[config.mk]
export PLATFORM = sky130hd
export DESIGN_NAME = axis_dac_spi_seq_flat
export DESIGN_NICKNAME = d
export VERILOG_FILES = /design/src/rtl/axis_dac_spi_seq_if.sv /design/src/rtl/axis_dac_spi_seq.sv /design/src/flat_wrapper.sv
export SDC_FILE = /design/constraint.sdc
export NUM_CORES = 1
export LEC_CHECK = 0
export BUFFER_PORTS_ARGS = -buffer_cell sky130_fd_sc_hd__buf_2
export CAP_MARGIN = 20
export CORE_MARGIN = 5
export CORE_UTILIZATION = 59
export DETAILED_ROUTE_END_ITERATION = 16
export PLACE_DENSITY = 0.86
export RECOVER_POWER = 50
export SYNTH_ARGS = -nofsm -noshare
export SYNTH_HDL_FRONTEND = slang
export SYNTH_HIERARCHICAL = 1
export SYNTH_SLANG_ARGS = --single-unit
[constraint.sdc]
create_clock -name a_clk -period 6.8 [get_ports a_clk]
set_input_delay 1.36 -clock a_clk [delete_from_list [all_inputs] [get_ports a_clk]]
set_output_delay 1.36 -clock a_clk [all_outputs]
set_load 0.005 [all_outputs]
[src/rtl/axis_dac_spi_seq_if.sv]
// Input bundle for the DAC sequencer: per-channel sample stream plus the
// configuration-frame controls.
interface axis_dac_spi_seq_if #(
  parameter int NCH  = 4,
  parameter int IN_W = 32
);
  logic [NCH*IN_W-1:0] S_AXIS_tdata;
  logic [NCH-1:0]      S_AXIS_tvalid;
  logic [23:0]         S_AXISCFG_tdata;
  logic                configuration_mode;
  logic [2:0]          configuration_axis;
  logic                configuration_send;

  modport master (
    output S_AXIS_tdata, S_AXIS_tvalid, S_AXISCFG_tdata,
           configuration_mode, configuration_axis, configuration_send
  );
  modport slave (
    input  S_AXIS_tdata, S_AXIS_tvalid, S_AXISCFG_tdata,
           configuration_mode, configuration_axis, configuration_send
  );
endinterface

[src/rtl/axis_dac_spi_seq.sv]
// Multi-channel AD5791-class SPI DAC sequencer: parallel SDI lanes on a shared
// SCLK/SYNC_n, common LDAC_n strobe, plus a single-channel config-frame path.
module axis_dac_spi_seq_lane #(
  parameter int DAC_W = 20
) (
  input  logic             a_clk,
  input  logic             reset,
  input  logic             load_i,
  input  logic             shift_i,
  input  logic [DAC_W-1:0] code_i,
  input  logic             valid_i,
  input  logic             cfg_i,
  input  logic             sel_i,
  input  logic [23:0]      cfg_data_i,
  output logic             sdi_o
);
  logic [23:0] sr_q, frame_d;

  always_comb begin
    frame_d = 24'h000000;
    if (cfg_i) begin
      if (sel_i) frame_d = cfg_data_i;
    end else if (valid_i) begin
      frame_d = {4'b0001, code_i};
    end
  end

  always_ff @(posedge a_clk) begin
    if (reset)        sr_q <= '0;
    else if (load_i)  sr_q <= frame_d;
    else if (shift_i) sr_q <= {sr_q[22:0], 1'b0};
  end

  // Emptied shift register drives 0 during the last high phase and SYNC_HOLD.
  assign sdi_o = sr_q[23];
endmodule

module axis_dac_spi_seq #(
  parameter int NCH      = 4,
  parameter int IN_W     = 32,
  parameter int DAC_W    = 20,
  parameter int SCLK_DIV = 2,
  parameter int LDAC_W   = 2
) (
  input  logic                 a_clk,
  input  logic                 reset,
  axis_dac_spi_seq_if.slave    axis_i,
  output logic                 dac_sclk,
  output logic                 dac_sync_n,
  output logic [NCH-1:0]       dac_sdi,
  output logic                 dac_ldac_n,
  output logic                 busy,
  output logic [31:0]          frame_count
);
  typedef enum logic [2:0] {IDLE, LOAD, SHIFT, SYNC_HOLD, LDAC} state_e;

  localparam logic [15:0] DIV_LAST  = 16'(SCLK_DIV - 1);
  localparam logic [15:0] LDAC_LAST = 16'(LDAC_W - 1);

  state_e      state_q;
  logic        sclk_q, sync_n_q, ldac_n_q, busy_q, cfg_q, send_q;
  logic [4:0]  bit_q;
  logic [15:0] div_q;
  logic [31:0] frame_count_q;
  logic        send_rise, start_norm, start_cfg, load, shift;
  logic        unused_tdata;

  assign send_rise  = axis_i.configuration_send & ~send_q;
  assign start_norm = (state_q == IDLE) & ~axis_i.configuration_mode & (|axis_i.S_AXIS_tvalid);
  assign start_cfg  = (state_q == IDLE) & axis_i.configuration_mode & send_rise;
  assign load       = start_norm | start_cfg;
  // Lanes advance on the SCLK rising edge, leaving a full high+low window per bit.
  assign shift      = (state_q == SHIFT) & ~sclk_q & (div_q == DIV_LAST);
  assign unused_tdata = ^axis_i.S_AXIS_tdata;

  for (genvar k = 0; k < NCH; k++) begin : g_lane
    axis_dac_spi_seq_lane #(.DAC_W(DAC_W)) u_lane (
      .a_clk      (a_clk),
      .reset      (reset),
      .load_i     (load),
      .shift_i    (shift),
      .code_i     (axis_i.S_AXIS_tdata[k*IN_W + IN_W-1 -: DAC_W]),
      .valid_i    (axis_i.S_AXIS_tvalid[k]),
      .cfg_i      (axis_i.configuration_mode),
      .sel_i      (axis_i.configuration_axis == 3'(k)),
      .cfg_data_i (axis_i.S_AXISCFG_tdata),
      .sdi_o      (dac_sdi[k])
    );
  end

  always_ff @(posedge a_clk) begin
    if (reset) begin
      state_q       <= IDLE;
      sclk_q        <= 1'b1;
      sync_n_q      <= 1'b1;
      ldac_n_q      <= 1'b1;
      busy_q        <= 1'b0;
      cfg_q         <= 1'b0;
      // Treat send as already high so a level held through reset is not an edge.
      send_q        <= 1'b1;
      bit_q         <= '0;
      div_q         <= '0;
      frame_count_q <= '0;
    end else begin
      send_q <= axis_i.configuration_send;
      case (state_q)
        IDLE: if (load) begin
          state_q  <= LOAD;
          sync_n_q <= 1'b0;
          sclk_q   <= 1'b1;
          busy_q   <= 1'b1;
          cfg_q    <= axis_i.configuration_mode;
        end
        LOAD: begin
          state_q <= SHIFT;
          sclk_q  <= 1'b0;
          div_q   <= '0;
          bit_q   <= '0;
        end
        SHIFT: if (div_q == DIV_LAST) begin
          div_q <= '0;
          if (!sclk_q) begin
            sclk_q <= 1'b1;
          end else if (bit_q == 5'd23) begin
            state_q  <= SYNC_HOLD;
            sync_n_q <= 1'b1;
          end else begin
            sclk_q <= 1'b0;
            bit_q  <= bit_q + 5'd1;
          end
        end else begin
          div_q <= div_q + 16'd1;
        end
        SYNC_HOLD: if (div_q == DIV_LAST) begin
          div_q <= '0;
          if (cfg_q) begin
            state_q       <= IDLE;
            busy_q        <= 1'b0;
            frame_count_q <= frame_count_q + 32'd1;
          end else begin
            state_q  <= LDAC;
            ldac_n_q <= 1'b0;
          end
        end else begin
          div_q <= div_q + 16'd1;
        end
        LDAC: if (div_q == LDAC_LAST) begin
          div_q         <= '0;
          state_q       <= IDLE;
          ldac_n_q      <= 1'b1;
          busy_q        <= 1'b0;
          frame_count_q <= frame_count_q + 32'd1;
        end else begin
          div_q <= div_q + 16'd1;
        end
        default: state_q <= IDLE;
      endcase
    end
  end

  assign dac_sclk    = sclk_q;
  assign dac_sync_n  = sync_n_q;
  assign dac_ldac_n  = ldac_n_q;
  assign busy        = busy_q;
  assign frame_count = frame_count_q;
endmodule

[src/flat_wrapper.sv]
// flat-port wrapper written by rule: the top's interface ports become plain ports
module axis_dac_spi_seq_flat 
#(
  parameter int NCH      = 4,
  parameter int IN_W     = 32,
  parameter int DAC_W    = 20,
  parameter int SCLK_DIV = 2,
  parameter int LDAC_W   = 2
)
  (a_clk, reset, dac_sclk, dac_sync_n, dac_sdi, dac_ldac_n, busy, frame_count, axis_i_S_AXIS_tdata, axis_i_S_AXIS_tvalid, axis_i_S_AXISCFG_tdata, axis_i_configuration_mode, axis_i_configuration_axis, axis_i_configuration_send);
  axis_dac_spi_seq_if #(.NCH(NCH), .IN_W(IN_W)) axis_i_i ();
  input  logic a_clk;
  input  logic reset;
  output logic dac_sclk;
  output logic dac_sync_n;
  output logic [NCH-1:0] dac_sdi;
  output logic dac_ldac_n;
  output logic busy;
  output logic [31:0] frame_count;
  input wire logic [$bits(axis_i_i.S_AXIS_tdata)-1:0] axis_i_S_AXIS_tdata;
  input wire logic [$bits(axis_i_i.S_AXIS_tvalid)-1:0] axis_i_S_AXIS_tvalid;
  input wire logic [$bits(axis_i_i.S_AXISCFG_tdata)-1:0] axis_i_S_AXISCFG_tdata;
  input wire logic [$bits(axis_i_i.configuration_mode)-1:0] axis_i_configuration_mode;
  input wire logic [$bits(axis_i_i.configuration_axis)-1:0] axis_i_configuration_axis;
  input wire logic [$bits(axis_i_i.configuration_send)-1:0] axis_i_configuration_send;
  assign axis_i_i.S_AXIS_tdata = axis_i_S_AXIS_tdata;
  assign axis_i_i.S_AXIS_tvalid = axis_i_S_AXIS_tvalid;
  assign axis_i_i.S_AXISCFG_tdata = axis_i_S_AXISCFG_tdata;
  assign axis_i_i.configuration_mode = axis_i_configuration_mode;
  assign axis_i_i.configuration_axis = axis_i_configuration_axis;
  assign axis_i_i.configuration_send = axis_i_configuration_send;
  axis_dac_spi_seq #(.NCH(NCH), .IN_W(IN_W), .DAC_W(DAC_W), .SCLK_DIV(SCLK_DIV), .LDAC_W(LDAC_W)) u_core (.a_clk(a_clk), .reset(reset), .axis_i(axis_i_i), .dac_sclk(dac_sclk), .dac_sync_n(dac_sync_n), .dac_sdi(dac_sdi), .dac_ldac_n(dac_ldac_n), .busy(busy), .frame_count(frame_count));
endmodule
* After elaboration in Yosys (flattened, before gate mapping)
Index checks and enable logic that the tools add are counted.
Storage, ports and cells: flip-flop bits (word level) 158, bits of input ports 163, output and inout port bits 40
Operators by class: add/subtract/negate cells 3, equality and inequality tests 18, muxes and demuxes 56, bitwise operators 11, reductions and logical operators 19
Operators by type and width (count):
- 2-to-1 mux 24 bit | 16
- 2-to-1 mux 32 bit | 3
- 2-to-1 mux 21 bit | 4
- one-hot mux 32 bit (2 select lines) | 1
- adder 32 x 1 -> 32 bit, second input constant | 1
- one-hot mux 16 bit (2 select lines) | 1
- 2-to-1 mux 3 bit | 7
- adder 16 x 1 -> 16 bit, second input constant | 1
- equality test 16 x 1 -> 1 bit, second input constant | 1
- 2-to-1 mux 16 bit | 1
- 2-to-1 mux 5 bit | 3
- one-hot mux 3 bit (5 select lines) | 1
- 2-to-1 mux 1 bit | 14
- equality test 3 x 2 -> 1 bit, second input constant | 4
- AND reduction 4 bit | 3
- inequality test 2 bit, second input constant | 5
- one-hot mux 5 bit (2 select lines) | 1
- AND reduction 5 bit | 2
- nonzero test 2 bit | 5
- inequality test 2 x 1 -> 1 bit, second input constant | 4
- bitwise AND 1 bit | 7
- equality test 3 x 1 -> 1 bit, second input constant | 2
- zero test 3 bit | 2
- one-hot mux 1 bit (3 select lines) | 2
- other kinds (12) | 16

* Longest topological paths before layout
Gate-level depths: netlist of the first run.
word-level depth 6, gate-level depth with buffers 11

* Cells and area by module
Netlist of the first run, hierarchy kept.
Modules (own cells, without submodules):
- axis_dac_spi_seq_lane | instances 4, cells an instance 138, area each 1301.2 um^2
- axis_dac_spi_seq | instances 1, cells an instance 434, area each 3559.7 um^2

* Least setup slack after synthesis of the first run
OpenSTA, ideal clock, no wires.
kind register -> register, start point register u_core.div_q[0], end point register u_core.g_lane[0].u_lane.sr_q[10], library setup time 137 ps, arrival 4073 ps, data required time 6663 ps, path slack 2590 ps, cell stages (with the launch flop) 11, path buffers 3, period minus slack after synthesis 4210 ps, cells stage by stage dfxtp_1 > ha_1 > nor4b_2 > nand4_1 > buf_2 > buf_1 > nor4_1 > inv_1 > buf_2 > a211oi_1 > a211oi_2
Between the ends: longest elaborated chain between the ends 3
RTL lines:
- start, declared | RTL line axis_dac_spi_seq.sv:63 | logic [15:0] div_q;
- start signal, assigned | RTL line axis_dac_spi_seq.sv:132 | div_q <= div_q + 16'd1;
- start signal, assigned | RTL line axis_dac_spi_seq.sv:145 | div_q <= div_q + 16'd1;
- start signal, assigned | RTL line axis_dac_spi_seq.sv:154 | div_q <= div_q + 16'd1;
- equality test 16 x 1 -> 1 bit | RTL line axis_dac_spi_seq.sv:73 | assign shift = (state_q == SHIFT) & ~sclk_q & (div_q == DIV_LAST);
- bitwise AND 1 bit | RTL line axis_dac_spi_seq.sv:73
- net u_core.shift | RTL line axis_dac_spi_seq.sv:65 | logic send_rise, start_norm, start_cfg, load, shift;
- nonzero test 2 bit (no source line)
- end signal, assigned | RTL line axis_dac_spi_seq.sv:30 | else if (load_i) sr_q <= frame_d;
- end signal, assigned | RTL line axis_dac_spi_seq.sv:31 | else if (shift_i) sr_q <= {sr_q[22:0], 1'b0};
- end, declared | RTL line axis_dac_spi_seq.sv:17 | logic [23:0] sr_q, frame_d;
The timed path passes the listed nets, and every way through them passes these cells. A chain may end at the register's enable or synchronous reset.

* Worst setup path in the final report of the first run
start point input axis_i_S_AXIS_tvalid[1], end point register u_core.g_lane[0].u_lane.sr_q[10]
Between the ends: longest elaborated chain between the ends 4, elaborated cells on any way between the ends 5, classes of those cells mux: 1; bitwise: 2; reduce/logical: 2
RTL lines:
- start, declared | RTL line flat_wrapper.sv:21 | input wire logic [$bits(axis_i_i.S_AXIS_tvalid)-1:0] axis_i_S_AXIS_tvalid;
- OR reduction 4 bit * | RTL line axis_dac_spi_seq.sv:69 | assign start_norm = (state_q == IDLE) & ~axis_i.configuration_mode & (|axis_i.S_AXIS_tvalid);
- bitwise AND 1 bit * | RTL line axis_dac_spi_seq.sv:69
- OR 1 bit * | RTL line axis_dac_spi_seq.sv:71 | assign load = start_norm | start_cfg;
- net u_core.load | RTL line axis_dac_spi_seq.sv:65
- 2-to-1 mux 24 bit or nonzero test 2 bit (tied branches)
The timed path passes the listed nets; every way through them passes the cells marked *.

==> results of run 1 <==
-- registers in the layout (all words and copies together) (netlist names), 3 cells and up --
name	cells
u_core/div_q	16
u_core/frame_count	32
u_core/bit_q	5
u_core/g_lane.u_lane/sr_q	96
u_core/state_q	3
-- worst reg2reg max path: cells and delay by family, from the launching register on --
kind	cells	cell delay, ns
buffers and inverters	2	1.35
and+or+nand+nor	3	0.88
AOI/OAI and AO/OA	2	0.56
DFF	1	0.43
adders and majority gates	1	0.19
-- power groups by stage --
| stage | registers, mW | clock network [mW] | logic [mW] |
|---|---|---|---|
| 2_1_floorplan | 1.03 | 0 | 0.217 |
| 3_3_place_gp | 1.04 | 0 | 0.293 |
| 3_5_place_dp | 1.04 | 0 | 0.300 |
| 4_1_cts | 1.02 | 1.03 | 0.304 |
| 5_1_grt | 1.03 | 1.08 | 0.337 |
| 6_report | 1.02 | 1.02 | 0.310 |
-- stage by stage --
step	power [mW]	worst slack (ns)
2_1_floorplan	1.25	2.59
3_3_place_gp	1.33	2.64
3_5_place_dp	1.34	2.57
4_1_cts	2.36	3.03
5_1_grt	2.44	2.68
6_report	2.35	2.83
-- cell type report --
cell class              instances  area (sq um)  share of cell area
multi-input cells             716          4980               0.504
flip-flops and latches        158          3160               0.320
repair buffers                165           826              0.0836
clock buffers                  22           474              0.0480
well taps                     184           230              0.0233
clock inverters                 9           156              0.0158
inverters                      12          50.0             0.00507
-- cells by family after synthesis --
| logic type | count (synthesis) | share of synthesized area |
|---|---|---|
| simple gates | 321 | 0.232 |
| xor+xnor | 3 | 0.00300 |
| mux | 27 | 0.0330 |
| buf+inv | 112 | 0.0701 |
| compound gates | 361 | 0.295 |
| fa+ha+maj | 4 | 0.00571 |
| flops | 158 | 0.361 |
-- final timing paths --
check	start	end
worst max-delay path	axis_i_S_AXIS_tvalid[1]	u_core/g_lane[0].u_lane/sr_q[10]$_SDFFE_PP0P_
worst min-delay path	u_core/dac_sync_n$_SDFFE_PP1P_	u_core/dac_sync_n$_SDFFE_PP1P_
worst max register to register	u_core/div_q[0]$_SDFFE_PP0P_	u_core/g_lane[1].u_lane/sr_q[6]$_SDFFE_PP0P_
worst min register to register	u_core/dac_sync_n$_SDFFE_PP1P_	u_core/dac_sync_n$_SDFFE_PP1P_
-- cells in the final DEF (no fill, tap or decap), types with 6 or more instances in the layout --
cell and count:
o211ai_1 6, or2_0 12, mux2i_1 12, o21ai_0 15, and4_1 8, inv_1 11, nand4_1 20, a31oi_1 15
mux2_1 14, a21oi_1 48, a211oi_1 158, clkbuf_16 17, and2_1 31, clkbuf_1 23, a22oi_1 80, buf_2 132
o31ai_1 21, nor2_1 27, a211oi_2 8, nor4_1 21, or4_1 19, nand2_1 27, nor2b_1 20, dfxtp_1 158
and2_2 52, nand3_1 34, buf_4 11
-- cells in the mapped netlist (5+ instances only) --
master	n
o31ai_1	21
nor2b_1	20
clkbuf_1	37
buf_6	16
nand4_1	20
and2_2	52
a211oi_1	158
a21oi_1	48
nand3_1	34
a31oi_1	15
mux2_1	14
or2_0	12
nand2_1	27
nand3b_1	5
nor4_1	21
or3_1	5
mux2i_1	12
a22oi_1	80
buf_4	9
or4_1	19
nor2_1	27
o211ai_1	6
inv_1	12
and4_1	8
o21ai_0	15
and3_1	5
buf_2	27
a211oi_2	8
buf_1	6
dfxtp_1	158
clkbuf_2	5
and2_1	31
-- routing by layer --
| layer | global-route usage | share of wire | up-vias |
|---|---|---|---|
| li1 | - | - | 3986 |
| met1 | 0.367 | 0.41 | 3948 |
| met2 | 0.420 | 0.46 | 459 |
| met3 | 0.0763 | 0.092 | 60 |
| met4 | 0.126 | 0.039 | 0 |
| met5 | 0 | 0 | - |
==> results.py, run 1 <==
metrics = {
    "final_layout": {
        "n_fill_cell": 1167,
        "layout-drive-gt1-share": 0.230,
        "syn_to_final_growth_pct": 12.7,
        "num_antenna_cells": 0,
        "stdcell_count": 1266,
        "utilization": 0.680,
        "nets": 1237,
        "fin_area_sq_um": 9880,
    },
    "setup_path": {
        "worstPathArrival_ns": 4.23,
        "cp.depth": 8,
        "r2r_cells": 8,
        "max_stage_delay_ns": 0.86,
        "critical_path.top_delay_family": "simple AND/OR/NAND/NOR gates",
        "crit_fanout": 97,
        "slowest_stage": "nor4_1",
        "regToRegSetupSlack_ns": 3.23,
        "cp_cell_sequence": "buf_2, nor4_1, o21ai_0, nand2_1, inv_6, buf_4, a211oi_1, a211oi_2",
        "end_kind": "flop",
        "worstSetupPathType": "input port to flop",
        "path_buf_inv": 3,
        "cp-start-kind": "input port",
        "crit_required_ns": 7.06,
    },
    "clock_tree": {
        "path_clk_slew_ns": 0.06,
        "clock-root-buffer": "clkbuf_16",
        "clock_sinks": 158,
        "cts_buffers": 17,
        "cts_hold_buf": 0,
        "clk_latency_ns": 0.43,
        "postCtsSetupBuffers": 0,
        "cts_tree": "yes",
        "cts_max_path_buffers": 2,
        "post_cts_resized": 0,
        "h-tree-depth": 4,
    },
    "pwr": {
        "p_seq_frac": 0.435,
        "swShare": 0.259,
        "peakVddDrop_uv": 179,
        "combPwrFrac": 0.132,
        "p_switching_mw": 0.610,
        "p_int_mw": 1.74,
        "p_per_area_nw_per_um2": 238,
        "p_clk_frac": 0.433,
        "p_leak_nw": 3.47,
    },
    "place": {
        "gp_congestion": 0.899,
        "place_inst": 1235,
        "io_buffers": 154,
        "place_area_sq_um": 9290,
        "hpwl_microns": 16000,
    },
    "yosys": {
        "synthArstFlopShare": 0,
        "ys_warn_count": 6,
        "synth_top_area_share": 0.361,
        "synth_nets": 1153,
        "synth.distinct_cells": 59,
        "synth_area_leaders": "dfxtp_1 36%, a211oi_1 14%, a22oi_1 6.9%, and2_2 4.5%, a21oi_1 2.7%",
        "synth.largest_area_cell": "dfxtp_1",
        "synth_cells": 986,
        "synth.avg_cell_area_sq_um": 8.89,
        "seq_area_frac_synth": 0.361,
        "ys_ff_latch": 158,
        "synth_edf_count": 0,
        "syn_area_sq_um": 8760,
        "synth-main-ff-cell": "dfxtp_1",
    },
    "timing": {
        "period_share": 0.584,
        "skew_ns": 0.0109,
        "hold_viol": 0,
        "drv_slew": 52,
        "max_slew_margin": -0.428,
        "fin_crit_ns": 3.97,
        "hold_ws_ns": 0.469,
        "worst_slew_pin_slew_ns": 2.14,
        "rsz0062_at_grt": "no",
        "report.final.setup_viol": 0,
        "fmax_mhz": 252,
        "finalSetupTns_ns": 0,
    },
    "floorplan": {
        "dieArea_sq_um": 17400,
        "die_h_microns": 132,
        "core_sq_um": 14500,
        "floorplan.rows": 44,
        "ios": 203,
        "die_x_microns": 132,
        "start_util": 0.603,
    },
    "grt": {
        "grt_use_total": 0.277,
        "grt_pass1_vias": 7895,
        "overflow": 0,
        "grt_pass1_wl_microns": 40200,
        "antenna_found_initial": 0,
        "grt_max_degree": 101,
    },
    "detailed_routing": {
        "num_vias": 8453,
        "dr.pass1.iters": 6,
        "via_per_inst": 6.68,
        "drc": 0,
        "initialDrtViolationCount": 1071,
        "post_drt_wl_per_cell_microns": 19.9,
        "wl_microns": 25300,
        "ant_nets": 0,
    },
    "run_status": {
        "status": "finished, violations left",
        "violations": "capacitance limit, slew limit",
    },
    "hold_path": {
        "hold_path.class": "flop to flop",
        "hold_depth": 1,
    },
    "job": {
        "drv_cap": 1,
    },
}
Note: power is estimated with default switching activity, not from simulation.
==> run 2, diff against run 1 <==
Settings changed: CORE_UTILIZATION 59 to 55, PLACE_DENSITY 0.86 to 0.81.
Clock period 6.8 ns to 4.2 ns, I/O delays scaled along.
==> run 2 against run 1 <==
  * The flow now finishes without violations
  * Critical path depth shrank 1
  * Global-route usage shrank 1.2 points
  * Largest power group unchanged
  * Critical endpoint is now u_core/g_lane[0].u_lane/sr_q[11]$_SDFFE_PP0P_
  * Largest cell class unchanged
  * Power grew 56%
  * Die area grew 6.7%
  * Critical path type is now flop to flop
  * Worst setup slack lost 1.9 ns
  * Wire length shrank 1.6%
  * Utilization shrank 4.9 points
  * First-iteration DRC count shrank 27%
==> results.py, run 2 (synthesis gave the netlist of run 1 again) <==
metrics = {
    "floorplan": {
        "die_h_microns": 136,
        "ios": 203,
        "dieArea_sq_um": 18600,
        "start_util": 0.556,
        "die_x_microns": 136,
        "floorplan.rows": 46,
        "core_sq_um": 15800,
    },
    "clock_tree": {
        "postCtsSetupBuffers": 0,
        "clock-root-buffer": "clkbuf_16",
        "cts_max_path_buffers": 2,
        "clk_latency_ns": 0.42,
        "post_cts_resized": 0,
        "path_clk_slew_ns": 0.07,
        "clock_sinks": 158,
        "cts_hold_buf": 0,
        "cts_buffers": 17,
        "h-tree-depth": 4,
        "cts_tree": "yes",
    },
    "pwr": {
        "p_leak_nw": 3.49,
        "p_per_area_nw_per_um2": 369,
        "p_clk_frac": 0.412,
        "p_switching_mw": 1.05,
        "swShare": 0.286,
        "p_int_mw": 2.63,
        "p_seq_frac": 0.450,
        "peakVddDrop_uv": 361,
        "combPwrFrac": 0.137,
    },
    "detailed_routing": {
        "via_per_inst": 6.36,
        "dr.pass1.iters": 6,
        "post_drt_wl_per_cell_microns": 19.0,
        "ant_nets": 0,
        "wl_microns": 24800,
        "drc": 0,
        "num_vias": 8328,
        "initialDrtViolationCount": 785,
    },
    "hold_path": {
        "min_from": "u_core/dac_sync_n$_SDFFE_PP1P_",
        "hold_path.class": "flop to flop",
    },
    "grt": {
        "antenna_found_initial": 1,
        "grt_pass1_wl_microns": 39500,
        "grt_max_degree": 87,
        "grt_pass1_vias": 7696,
        "grt_use_total": 0.265,
        "overflow": 0,
    },
    "setup_path": {
        "worstPathArrival_ns": 3.53,
        "worstSetupPathType": "flop to flop",
        "crit_start": "u_core/div_q[0]$_SDFFE_PP0P_",
        "crit_fanout": 20,
        "r2r_start": "u_core/div_q[0]$_SDFFE_PP0P_",
        "crit_required_ns": 4.48,
        "cp-start-kind": "flop",
        "end_kind": "flop",
    },
    "final_layout": {
        "syn_to_final_growth_pct": 13.6,
        "layout-drive-gt1-share": 0.235,
        "largest_reg_flops": 96,
        "final_cell_mix": "158 x a211oi_1, 158 x dfxtp_1, 127 x buf_2",
        "nets": 1246,
        "stdcell_count": 1309,
        "regMostFlops": "u_core/g_lane.u_lane/sr_q",
    },
    "run_status": {
        "status": "completed",
    },
    "timing": {
        "fmax_mhz": 308,
        "finalSetupTns_ns": 0,
        "max_slew_margin": 0.313,
        "skew_ns": 0.00638,
        "hold_ws_ns": 0.491,
        "drv_slew": 0,
        "rsz0062_at_grt": "no",
        "report.final.setup_viol": 0,
        "fin_crit_ns": 3.25,
        "period_share": 0.774,
        "finalWorstSetupSlack_ns": 0.950,
        "worst_slew_pin_slew_ns": 1.03,
        "hold_viol": 0,
    },
    "place": {
        "io_buffers": 154,
        "place_worst_setup_slack_ns": 0.962,
        "hpwl_microns": 16500,
        "gp_congestion": 0.875,
        "place_inst": 1276,
    },
    "job": {
        "drv_cap": 0,
    },
}
==> run 2: cell type report <==
class	instances	area (sq um)
fill	1397	5820
inverter	12	47.5
antenna	1	2.50
clock buffer	17	425
tap	216	270
timing repair buffer	174	897
sequential	158	3160
multi-input combinational	716	5000
clock inverter	15	153
==> run 2: worst max-delay path, cell delays in order (launching register included) <==
cell and delay (ns):
dfxtp_1 0.42, ha_1 0.19, nor4b_1 0.49, nand4_1 0.29
nor4_4 0.64, inv_1 0.54, a211oi_1 0.45, a211oi_2 0.08
==> run 2: per-stage QoR <==
| step | cell area, sq um | util | power, mW |
|---|---|---|---|
| after global placement | 9410 | 0.597 | 2.17 |
| after CTS | 10000 | 0.634 | 3.69 |
| final | 9950 | 0.631 | 3.68 |
| after global routing | 9950 | 0.631 | 3.82 |
| after detailed placement | 9420 | 0.597 | 2.18 |
| after floorplan | 8770 | - | 2.02 |
==> run 2: power by group through the flow <==
stage	clock network (mW)	logic (mW)	registers [mW]
finish	1.52	0.504	1.66
global route	1.60	0.553	1.67
CTS	1.53	0.501	1.65
detailed placement	0	0.496	1.69
global placement	0	0.486	1.68
floorplan	0	0.352	1.67
==> run 2: worst paths after layout <==
kind / end / slack (ns) / depth (start not counted)
hold / removal: u_core/dac_sync_n$_SDFFE_PP1P_ / 0.49 / 1
setup reg to reg: u_core/g_lane[0].u_lane/sr_q[11]$_SDFFE_PP0P_ / 0.95 / 7
setup / recovery: u_core/g_lane[0].u_lane/sr_q[11]$_SDFFE_PP0P_ / 0.95 / 7
hold reg to reg: u_core/dac_sync_n$_SDFFE_PP1P_ / 0.49 / 1
==> run 2: per-layer routing <==
layer  GRT usage  vias up  share of wire
li1            -     4010              -
met1       0.346     3965           0.42
met2       0.437      310           0.49
met3      0.0485       43          0.068
met4      0.0985        0          0.028
met5           0        -              0
